==> src/rtl/fm_pkg.sv <==
// Shared types and default widths for the FM phase-increment path.
// FM_HOLD_CYC is the same hold interval the CDC documentation assumes.
package fm_pkg;

  typedef enum logic [1:0] {
    IDLE,
    MUL,
    OUT,
    HOLD
  } fm_state_e;

  localparam int FM_SW       = 8;
  localparam int FM_KW       = 8;
  localparam int FM_DW       = 24;
  localparam int FM_HOLD_CYC = 4;

endpackage

==> src/rtl/fm_inc_word_gen_if.sv <==
// Sample handshake and phase-increment output bundle.
// master = sample source / CDC side, slave = fm_inc_word_gen.
interface fm_inc_word_gen_if
  import fm_pkg::*;
#(
  parameter int SW = FM_SW,
  parameter int DW = FM_DW
);

  logic signed [SW-1:0] smp_data;
  logic                 smp_valid;
  logic                 smp_ready;
  logic [DW-1:0]        out_data;
  logic                 out_dv;

  modport master (
    output smp_data,
    output smp_valid,
    input  smp_ready,
    input  out_data,
    input  out_dv
  );

  modport slave (
    input  smp_data,
    input  smp_valid,
    output smp_ready,
    output out_data,
    output out_dv
  );

endinterface

==> src/rtl/fm_smul_shift_add.sv <==
// Serial signed x unsigned shift-add multiplier, one gain bit per cycle.
// start loads operands; done is high on the cycle the last bit is added.
module fm_smul_shift_add
  import fm_pkg::*;
#(
  parameter int SW = FM_SW,
  parameter int KW = FM_KW
) (
  input  logic                    clk,
  input  logic                    rst_n,
  input  logic                    ena,
  input  logic                    start,
  input  logic signed [SW-1:0]    a,
  input  logic [KW-1:0]           b,
  output logic                    done,
  output logic signed [SW+KW-1:0] product
);

  localparam int PW = SW + KW;
  localparam int CW = (KW > 1) ? $clog2(KW) : 1;
  localparam logic [CW-1:0] LAST = CW'(KW - 1);

  logic                 run_q, run_d;
  logic [CW-1:0]        cnt_q, cnt_d;
  logic signed [SW-1:0] a_q, a_d;
  logic [KW-1:0]        b_q, b_d;
  logic signed [PW-1:0] acc_q, acc_d;
  logic signed [PW-1:0] term;

  always_comb begin
    run_d = run_q;
    cnt_d = cnt_q;
    a_d   = a_q;
    b_d   = b_q;
    acc_d = acc_q;
    term  = PW'(a_q) << cnt_q;
    if (ena) begin
      if (start) begin
        run_d = 1'b1;
        cnt_d = '0;
        a_d   = a;
        b_d   = b;
        acc_d = '0;
      end else if (run_q) begin
        if (b_q[cnt_q]) acc_d = acc_q + term;
        cnt_d = cnt_q + 1'b1;
        if (cnt_q == LAST) run_d = 1'b0;
      end
    end
  end

  always_ff @(posedge clk) begin
    if (!rst_n) begin
      run_q <= 1'b0;
      cnt_q <= '0;
      a_q   <= '0;
      b_q   <= '0;
      acc_q <= '0;
    end else begin
      run_q <= run_d;
      cnt_q <= cnt_d;
      a_q   <= a_d;
      b_q   <= b_d;
      acc_q <= acc_d;
    end
  end

  assign done    = ena & run_q & (cnt_q == LAST);
  assign product = acc_q;

endmodule

==> src/rtl/fm_inc_word_gen.sv <==
// Phase increment generator: base_inc + sample*dev_gain, dv pulse, then hold.
// SATURATE_EN clamps the sum to 0..2^DW-1 instead of wrapping.
module fm_inc_word_gen
  import fm_pkg::*;
#(
  parameter int SW       = FM_SW,
  parameter int KW       = FM_KW,
  parameter int DW       = FM_DW,
  parameter int HOLD_CYC = FM_HOLD_CYC
) (
  input  logic             clk,
  input  logic             rst_n,
  input  logic             ena,
  input  logic [DW-1:0]    base_inc,
  input  logic [KW-1:0]    dev_gain,
  fm_inc_word_gen_if.slave bus,
  output logic             busy
);

  localparam int PW = SW + KW;
  localparam int HW = $clog2(HOLD_CYC + 1);
  localparam logic [HW-1:0] HLAST = HW'(HOLD_CYC - 1);

  fm_state_e     state_q, state_d;
  logic [HW-1:0] hcnt_q, hcnt_d;
  logic [DW-1:0] base_q, base_d;
  logic [DW-1:0] data_q, data_d;
  logic          dv_q, dv_d;
  logic          rdy_q, rdy_d;
  logic          start;
  logic          mul_done;
  logic signed [PW-1:0] prod;
  logic [DW-1:0] res;

  fm_smul_shift_add #(
    .SW (SW),
    .KW (KW)
  ) u_mul (
    .clk     (clk),
    .rst_n   (rst_n),
    .ena     (ena),
    .start   (start),
    .a       (bus.smp_data),
    .b       (dev_gain),
    .done    (mul_done),
    .product (prod)
  );

`ifdef SATURATE_EN
  // Two spare bits: base can reach 2^DW-1 before the product is added.
  logic signed [DW+1:0] sum;
  assign sum = signed'({2'b00, base_q}) + (DW+2)'(prod);
  always_comb begin
    if (sum[DW+1])   res = '0;
    else if (sum[DW]) res = '1;
    else             res = sum[DW-1:0];
  end
`else
  assign res = base_q + DW'(prod);
`endif

  always_comb begin
    state_d = state_q;
    hcnt_d  = hcnt_q;
    base_d  = base_q;
    data_d  = data_q;
    dv_d    = dv_q;
    rdy_d   = rdy_q;
    start   = 1'b0;
    if (ena) begin
      dv_d = 1'b0;
      unique case (state_q)
        IDLE: begin
          rdy_d = 1'b1;
          if (bus.smp_valid && rdy_q) begin
            start   = 1'b1;
            base_d  = base_inc;
            rdy_d   = 1'b0;
            state_d = MUL;
          end
        end
        MUL: begin
          if (mul_done) state_d = OUT;
        end
        OUT: begin
          data_d  = res;
          dv_d    = 1'b1;
          hcnt_d  = '0;
          state_d = HOLD;
        end
        HOLD: begin
          if (hcnt_q == HLAST) begin
            state_d = IDLE;
            rdy_d   = 1'b1;
          end else begin
            hcnt_d = hcnt_q + 1'b1;
          end
        end
        default: state_d = IDLE;
      endcase
    end
  end

  always_ff @(posedge clk) begin
    if (!rst_n) begin
      state_q <= IDLE;
      hcnt_q  <= '0;
      base_q  <= '0;
      data_q  <= '0;
      dv_q    <= 1'b0;
      rdy_q   <= 1'b0;
    end else begin
      state_q <= state_d;
      hcnt_q  <= hcnt_d;
      base_q  <= base_d;
      data_q  <= data_d;
      dv_q    <= dv_d;
      rdy_q   <= rdy_d;
    end
  end

  assign bus.smp_ready = rdy_q;
  assign bus.out_data  = data_q;
  assign bus.out_dv    = dv_q;
  assign busy          = (state_q != IDLE);

endmodule

==> src/flat_wrapper.sv <==
// flat-port wrapper written by rule: the top's interface ports become plain ports
module fm_inc_word_gen_flat import fm_pkg::*;
#(
  parameter int SW       = FM_SW,
  parameter int KW       = FM_KW,
  parameter int DW       = FM_DW,
  parameter int HOLD_CYC = FM_HOLD_CYC
)
  (clk, rst_n, ena, base_inc, dev_gain, busy, bus_smp_data, bus_smp_valid, bus_smp_ready, bus_out_data, bus_out_dv);
  fm_inc_word_gen_if #(.SW(SW), .DW(DW)) bus_i ();
  input  logic clk;
  input  logic rst_n;
  input  logic ena;
  input  logic [DW-1:0] base_inc;
  input  logic [KW-1:0] dev_gain;
  output logic busy;
  input wire logic [$bits(bus_i.smp_data)-1:0] bus_smp_data;
  input wire logic [$bits(bus_i.smp_valid)-1:0] bus_smp_valid;
  output wire logic [$bits(bus_i.smp_ready)-1:0] bus_smp_ready;
  output wire logic [$bits(bus_i.out_data)-1:0] bus_out_data;
  output wire logic [$bits(bus_i.out_dv)-1:0] bus_out_dv;
  assign bus_i.smp_data = bus_smp_data;
  assign bus_i.smp_valid = bus_smp_valid;
  assign bus_smp_ready = bus_i.smp_ready;
  assign bus_out_data = bus_i.out_data;
  assign bus_out_dv = bus_i.out_dv;
  fm_inc_word_gen #(.SW(SW), .KW(KW), .DW(DW), .HOLD_CYC(HOLD_CYC)) u_core (.clk(clk), .rst_n(rst_n), .ena(ena), .base_inc(base_inc), .dev_gain(dev_gain), .bus(bus_i), .busy(busy));
endmodule
==> config.mk <==
export PLATFORM = sky130hd
export DESIGN_NAME = fm_inc_word_gen_flat
export DESIGN_NICKNAME = d
export VERILOG_FILES = /design/src/rtl/fm_pkg.sv /design/src/rtl/fm_inc_word_gen_if.sv /design/src/rtl/fm_smul_shift_add.sv /design/src/rtl/fm_inc_word_gen.sv /design/src/flat_wrapper.sv
export SDC_FILE = /design/constraint.sdc
export NUM_CORES = 1
export LEC_CHECK = 0
export CAP_MARGIN = 20
export CORE_MARGIN = 1
export CORE_UTILIZATION = 55
export DETAILED_ROUTE_END_ITERATION = 12
export GPL_TIMING_DRIVEN = 0
export PLACE_DENSITY = 0.9
export RECOVER_POWER = 25
export SLEW_MARGIN = 15
export SYNTH_ARGS = -nofsm -noshare
export SYNTH_HDL_FRONTEND = slang
export SYNTH_HIERARCHICAL = 1
export SYNTH_SLANG_ARGS = --single-unit
==> constraint.sdc <==
create_clock -name clk -period 4.3 [get_ports clk]
set_input_delay 0.86 -clock clk [delete_from_list [all_inputs] [get_ports clk]]
set_output_delay 0.86 -clock clk [all_outputs]
set_load 0.05 [all_outputs]
==> results of run 1 <==
[placed cells by master (no fill, tap or decap), drive strengths merged, types with 7 or more instances in the layout]
cell	Yosys	layout
a211oi	11	11
a21boi	21	21
a21o	13	13
a21oi	74	74
a31oi	9	9
a32o	8	8
and2	11	11
and3	8	8
buf	13	11
clkbuf	25	35
clkdlybuf4s50	0	49
dfxtp	91	91
dlygate4sd3	0	21
ha	46	46
inv	17	18
mux2i	10	10
nand2	153	153
nand3	19	19
nor2	24	24
nor2b	13	13
nor3	16	16
o211ai	7	7
o21a	7	7
o21ai	36	36
o31ai	9	9
xnor2	14	14
xor2	10	10
[path summary, 6_finish.rpt]
check	end	slack, ps	depth (start not counted)
worst max register to register	u_core/u_mul/product[12]	1050	12
worst min register to register	u_core/bus.out_data[6]	450	2
worst max-delay path	u_core/u_mul/product[2]	590	9
worst min-delay path	u_core/bus.out_data[6]	450	2
[metal layers]
metal	vias up	GRT usage, %	routed length [µm]
li1	2823	-	-
met1	2755	34.3	6690
met2	202	52.1	7850
met3	52	4.97	852
met4	0	14.9	562
met5	-	0	0
[stage by stage]
| stage | hold slack, ps | cell area (µm²) | total power, µW | util [%] | setup TNS, ps |
|---|---|---|---|---|---|
| 6_report | 452 | 7070 | 1670 | 67.5 | 0 |
| 5_1_grt | 486 | 7070 | 1730 | 67.5 | 0 |
| 4_1_cts | 456 | 7080 | 1680 | 67.7 | 0 |
| 3_5_place_dp | 443 | 6860 | 1050 | 65.6 | -2150 |
| 3_3_place_gp | 439 | 6860 | 1040 | 65.6 | -17.5 |
| 2_1_floorplan | 440 | 5990 | 973 | - | 0 |
[flip-flops by register name, indices dropped and copies added (netlist names)]
register,count
u_core/base_q,24
u_core/state_q,2
u_core/bus.smp_ready,1
u_core/u_mul/b_q,8
u_core/u_mul/a_q,8
u_core/bus.out_dv,1
u_core/bus.out_data,24
u_core/hcnt_q,3
u_core/u_mul/cnt_q,3
u_core/u_mul/product,16
u_core/u_mul/run_q,1
[where the power goes]
| part | internal (µW) | total (µW) | switching [µW] |
|---|---|---|---|
| Clock | 326 | 643 | 317 |
| Combinational | 75.8 | 168 | 92.4 |
| Sequential | 854 | 863 | 8.94 |
| Total | 1260 | 1670 | 418 |
[tightest hold or removal path: stages, from the launching register on]
cell and delay (ps):
dfxtp_1 320, nand2_1 50, a21oi_1 50
[logic make-up after synthesis]
logic type	count (synthesis)	share of synthesized area (%)
AOI/OAI and AO/OA	230	27.2
xor gates and xnor gates	24	3.51
adders and majority gates	48	10.3
buffers and inverters	56	4.51
DFF	91	30.4
muxes	13	2.42
and+or+nand+nor	276	21.7
[area by class of cell]
type | instances | area (µm²)
inverter | 18 | 67.6
timing repair buffer | 70 | 701
fill | 871 | 3400
buffer | 37 | 195
clock inverter | 6 | 90.1
tap | 136 | 170
multi-input combinational | 591 | 3900
clock buffer | 9 | 124
sequential | 91 | 1820
==> flow_summary_export.csv, run 1 <==
group,metric,value,unit
run_status,status,"finished, final reports clean",
worst_setup_path,crit-reg2reg-launch,"u_core/u_mul/cnt_q[2]",
worst_setup_path,cp_cell_sequence,"dlygate4sd3_1 -> buf_2 -> nand4_1 -> inv_2 -> and2_1 -> clkbuf_1 -> a31oi_4 -> or4_1 -> a21boi_1",
worst_setup_path,crit_fanout,22,
sta,skew,5.37,ps
logic_synthesis,synth_edf_count,0,
placement,pre_cts_ws,-182,ps
die,start_util,57.3,%
sta,slew_headroom,60.8,%
die,die_x,106,µm
logic_synthesis,synthFlopType,"dfxtp_1",
logic_synthesis,ys_ff_latch,91,
worst_setup_path,arrival,4020,ps
sta,max_freq,269,MHz
sta,setup_viol,0,
clocking,ctsLongestPathBuffers,2,
worst_setup_path,required,4610,ps
die,coreArea,10500,µm²
final_layout,nNetsFinal,910,
sta,worst_pin_slew,587,ps
logic_synthesis,synth.top_cells.by_count,"nand2_1 (151), dfxtp_1 (91), a21oi_1 (70)",
route,vias,5832,
pwr,p_per_area,237,nW/µm²
placement,dp.cells,944,
logic_synthesis,synth.most_common_cell,"nand2_1",
global_routing,grtUsageTotal,29.6,%
die,die_height,106,µm
logic_synthesis,synth_top_area_share,30.4,%
hold_path,min_path_type,"reg -> reg",
worst_setup_path,slowest_stage,"dlygate4sd3_1",
die,num_io_pins,71,
route,wl_per_cell,16.6,µm
clocking,cts_tree,"yes",
placement,hpwl,12300,µm
logic_synthesis,synthArstFlopShare,0,%
clocking,postCtsSetupBuffers,0,
sta,min_period_over_period,86.4,%
final_layout,drive_above_1_share,6.93,%
clocking,clock_latency,380,ps
route,ant_nets,0,
worst_setup_path,crit_type,"in -> reg",
worst_setup_path,cp-startpoint,"ena",
logic_synthesis,synth_area_leaders,"dfxtp_1 (30%), ha_1 (9.6%), nand2_1 (9.5%)",
sta,hold_viol_final,0,
logic_synthesis,avgSynthCellArea,8.12,µm²
sta,final.min_clock_period,3710,ps
clocking,root_buffer,"clkbuf_8",
route,route.detailed.drc,0,
sta,layout_setup_ws,586,ps
logic_synthesis,synth_largest_area_cell,"dfxtp_1",
global_routing,antenna_found_initial,0,
placement,port-buffer-count,70,
die,fp-row-count,37,
worst_setup_path,path_buf_inv,4,
route,drt_first_pass_iters,6,
clocking,clock-sinks,91,
logic_synthesis,syn_area,5990,µm²
clocking,cts_resized,0,
logic_synthesis,syn_inst,738,
hold_path,worstHoldStart,"u_core/bus.out_data[6]",
worst_setup_path,critPathMaxStageDelay,670,ps
final_layout,area_growth,17.9,%
final_layout,n_antenna_cell,0,
pwr,leakage,0.00279,µW
sta,rsz0062_at_grt,"no",
clocking,htreeDepth,3,
global_routing,gr-total-overflow,0,
clocking,cts_made_buffers,9,
placement,gp_congestion,0.942,
die,die-area,11300,µm²
global_routing,grt_pass1_vias,5897,
route,drt_first_iter_violations,295,
logic_synthesis,synth_nets,830,
global_routing,grt_max_degree,17,
worst_setup_path,crit_path_start_kind,"input port",
global_routing,grt_first_pass_wirelength,26600,µm
clocking,cts_hold_buf,0,
worst_setup_path,path_delay_family,"buffers and inverters",
clocking,cts.clk_slew.worst_paths,90,ps
worst_setup_path,cp-end-kind,"flop",
logic_synthesis,synth_cell_types,80,
pwr,vdd_drop_max,215,µV
logic_synthesis,ys_warn_count,6,
route,via_per_inst,6.09,
final_layout,stdcell_count,958,
sta,slew_viol_final,0,
route,drt_wl_total,15900,µm
logic_synthesis,synth-seq-area-share,30.4,%
job,drv_cap,0,
Note: power is estimated with default switching activity, not from simulation.
==> run 2: changes to the inputs <==
--- a/config.mk
+++ b/config.mk
@@ -6,11 +6,13 @@
 export NUM_CORES = 1
 export LEC_CHECK = 0
 export CAP_MARGIN = 20
+export CELL_PAD_IN_SITES_DETAIL_PLACEMENT = 0
+export CELL_PAD_IN_SITES_GLOBAL_PLACEMENT = 2
 export CORE_MARGIN = 1
-export CORE_UTILIZATION = 55
+export CORE_UTILIZATION = 36
 export DETAILED_ROUTE_END_ITERATION = 12
 export GPL_TIMING_DRIVEN = 0
-export PLACE_DENSITY = 0.9
+export PLACE_DENSITY = 0.95
 export RECOVER_POWER = 25
 export SLEW_MARGIN = 15
 export SYNTH_ARGS = -nofsm -noshare
==> run 2 against run 1 <==
Net effect: register-to-register slack worse by 80 ps; sequential share of layout area shrank 0.66 points; non-clock buffer count did not move; via count is 5.6% lower; first-iteration DRC count up 15%; sequential power about the same; core utilization is 22 points lower; die area increased by 52%; worst setup slack barely moved; worst hold slack got worse by 8.0 ps; critical path type unchanged; largest power group unchanged.
==> flow_summary_export.csv, run 2 (same netlist as run 1, synthesis figures left out) <==
group,metric,value,unit
placement,hpwl,13500,µm
job,drv_cap,0,
sta,final.min_clock_period,3710,ps
final_layout,final_area,7250,µm²
die,coreArea,16100,µm²
die,num_io_pins,71,
final_layout,multi_input_area,3900,µm²
clocking,cts_tree,"yes",
sta,worst_pin_slew,602,ps
route,ant_nets,0,
worst_setup_path,r2r-end,"u_core/u_mul/product[12]",
clocking,cts.clk_slew.worst_paths,60,ps
sta,rsz0062_at_grt,"no",
pwr,total_power,1840,µW
run_status,status,"finished, final reports clean",
final_layout,mostFrequentLayoutCells,"nand2_1 (151), dfxtp_1 (91), a21oi_1 (70)",
worst_setup_path,crit_type,"in -> reg",
hold_path,min_path_type,"reg -> reg",
die,die_x,131,µm
final_layout,area_growth,21.0,%
hold_path,whs_endpoint,"u_core/bus.out_data[16]",
final_layout,fillers,1599,
route,wl_per_cell,16.3,µm
worst_setup_path,crit_fanout,22,
pwr,vdd_drop_max,206,µV
sta,min_period_over_period,86.4,%
worst_setup_path,crit-reg2reg-launch,"u_core/u_mul/cnt_q[2]",
global_routing,grt_max_degree,17,
route,drt_first_pass_iters,5,
pwr,leakage,0.00283,µW
hold_path,worstHoldStart,"u_core/bus.out_data[16]",
worst_setup_path,rrSetupSlack,970,ps
die,fp-row-count,46,
die,start_util,37.3,%
clocking,clock_latency,350,ps
global_routing,gr-total-overflow,0,
worst_setup_path,crit_path_start_kind,"input port",
clocking,cts_hold_buf,0,
route,drt_first_iter_violations,340,
worst_setup_path,required,4580,ps
final_layout,final_common_cell,"nand2_1",
route,vias,5506,
placement,postPlaceCellArea,6960,µm²
sta,max_freq,269,MHz
pwr,p_per_area,253,nW/µm²
route,drt_wl_total,16900,µm
worst_setup_path,cp-startpoint,"ena",
placement,port-buffer-count,70,
placement,gp_congestion,0.885,
worst_setup_path,arrival,3990,ps
sta,hold_viol_final,0,
clocking,root_buffer,"clkbuf_16",
final_layout,seq_area,1820,µm²
die,die-area,17200,µm²
worst_setup_path,r2r_cells,12,
global_routing,grt_pass1_vias,5290,
final_layout,nNetsFinal,910,
worst_setup_path,cp-end-kind,"flop",
clocking,ctsLongestPathBuffers,2,
route,via_per_inst,5.30,
sta,skew,7.89,ps
route,route.detailed.drc,0,
sta,slew_viol_final,0,
sta,fin_setup_tns,0,ps
sta,setup_viol,0,
global_routing,grt_first_pass_wirelength,26700,µm
sta,slew_headroom,59.9,%
global_routing,grtUsageTotal,20.4,%
clocking,cts_made_buffers,9,
die,die_height,131,µm
global_routing,antenna_found_initial,0,
clocking,htreeDepth,3,
final_layout,drive_above_1_share,6.93,%
hold_path,holdPathStages,2,
clocking,clock-sinks,91,
final_layout,n_antenna_cell,0,
==> run 2: power by group <==
group,total [µW],internal (µW),switching [µW]
clock network,806,453,352
logic,168,75.8,91.9
registers,865,855,9.71
total,1840,1380,454
==> run 2: area by class of cell <==
cell class	count	share of cell area [%]
buffer	37	2.67
multi-input combinational	591	53.8
tap	216	3.73
timing repair buffer	70	9.66
clock buffer	9	3.11
sequential	91	25.1
clock inverter	6	0.983
inverter	18	0.932
==> run 2: critical path, cell delays in order <==
cell	delay, ps
clkdlybuf4s50_1	560
clkbuf_1	330
nand4_1	410
inv_2	460
and2_1	190
clkbuf_1	440
a31oi_4	60
or4_1	510
a21boi_1	160
==> run 2: how the worst max path moves through the flow <==
stage / to / slack, ps
2_1_floorplan: u_core/u_mul/product[2] / 1270
3_3_place_gp: u_core/u_mul/product[2] / -50
3_5_place_dp: u_core/u_mul/product[2] / -120
4_1_cts: u_core/u_mul/product[2] / 250
5_1_grt: u_core/u_mul/a_q[1] / 250
6_report: u_core/u_mul/product[2] / 590
==> run 2: through the flow <==
stage                     hold slack, ps  utilization [%]  instances  setup WS [ps]
final                                444             45.2       1038            587
after global routing                 468             45.2       1038            253
after CTS                            453             45.2       1039            254
after detailed placement             443             43.4       1024           -120
after global placement               435             43.4       1024          -46.3
after floorplan                      440                -        738           1270
==> run 2: timing repair <==
item / CTS / global route
setup endpoints to repair: 0 / 4
resized for setup: 0 / 0
setup buffers: 0 / 0
==> run 2: per-layer routing <==
| layer | GRT usage [%] | wire length (µm) | vias to the layer above |
|---|---|---|---|
| li1 | - | - | 2834 |
| met1 | 24.8 | 7680 | 2546 |
| met2 | 35.8 | 8190 | 100 |
| met3 | 2.48 | 548 | 26 |
| met4 | 9.13 | 449 | 0 |
| met5 | 0 | 0 | - |
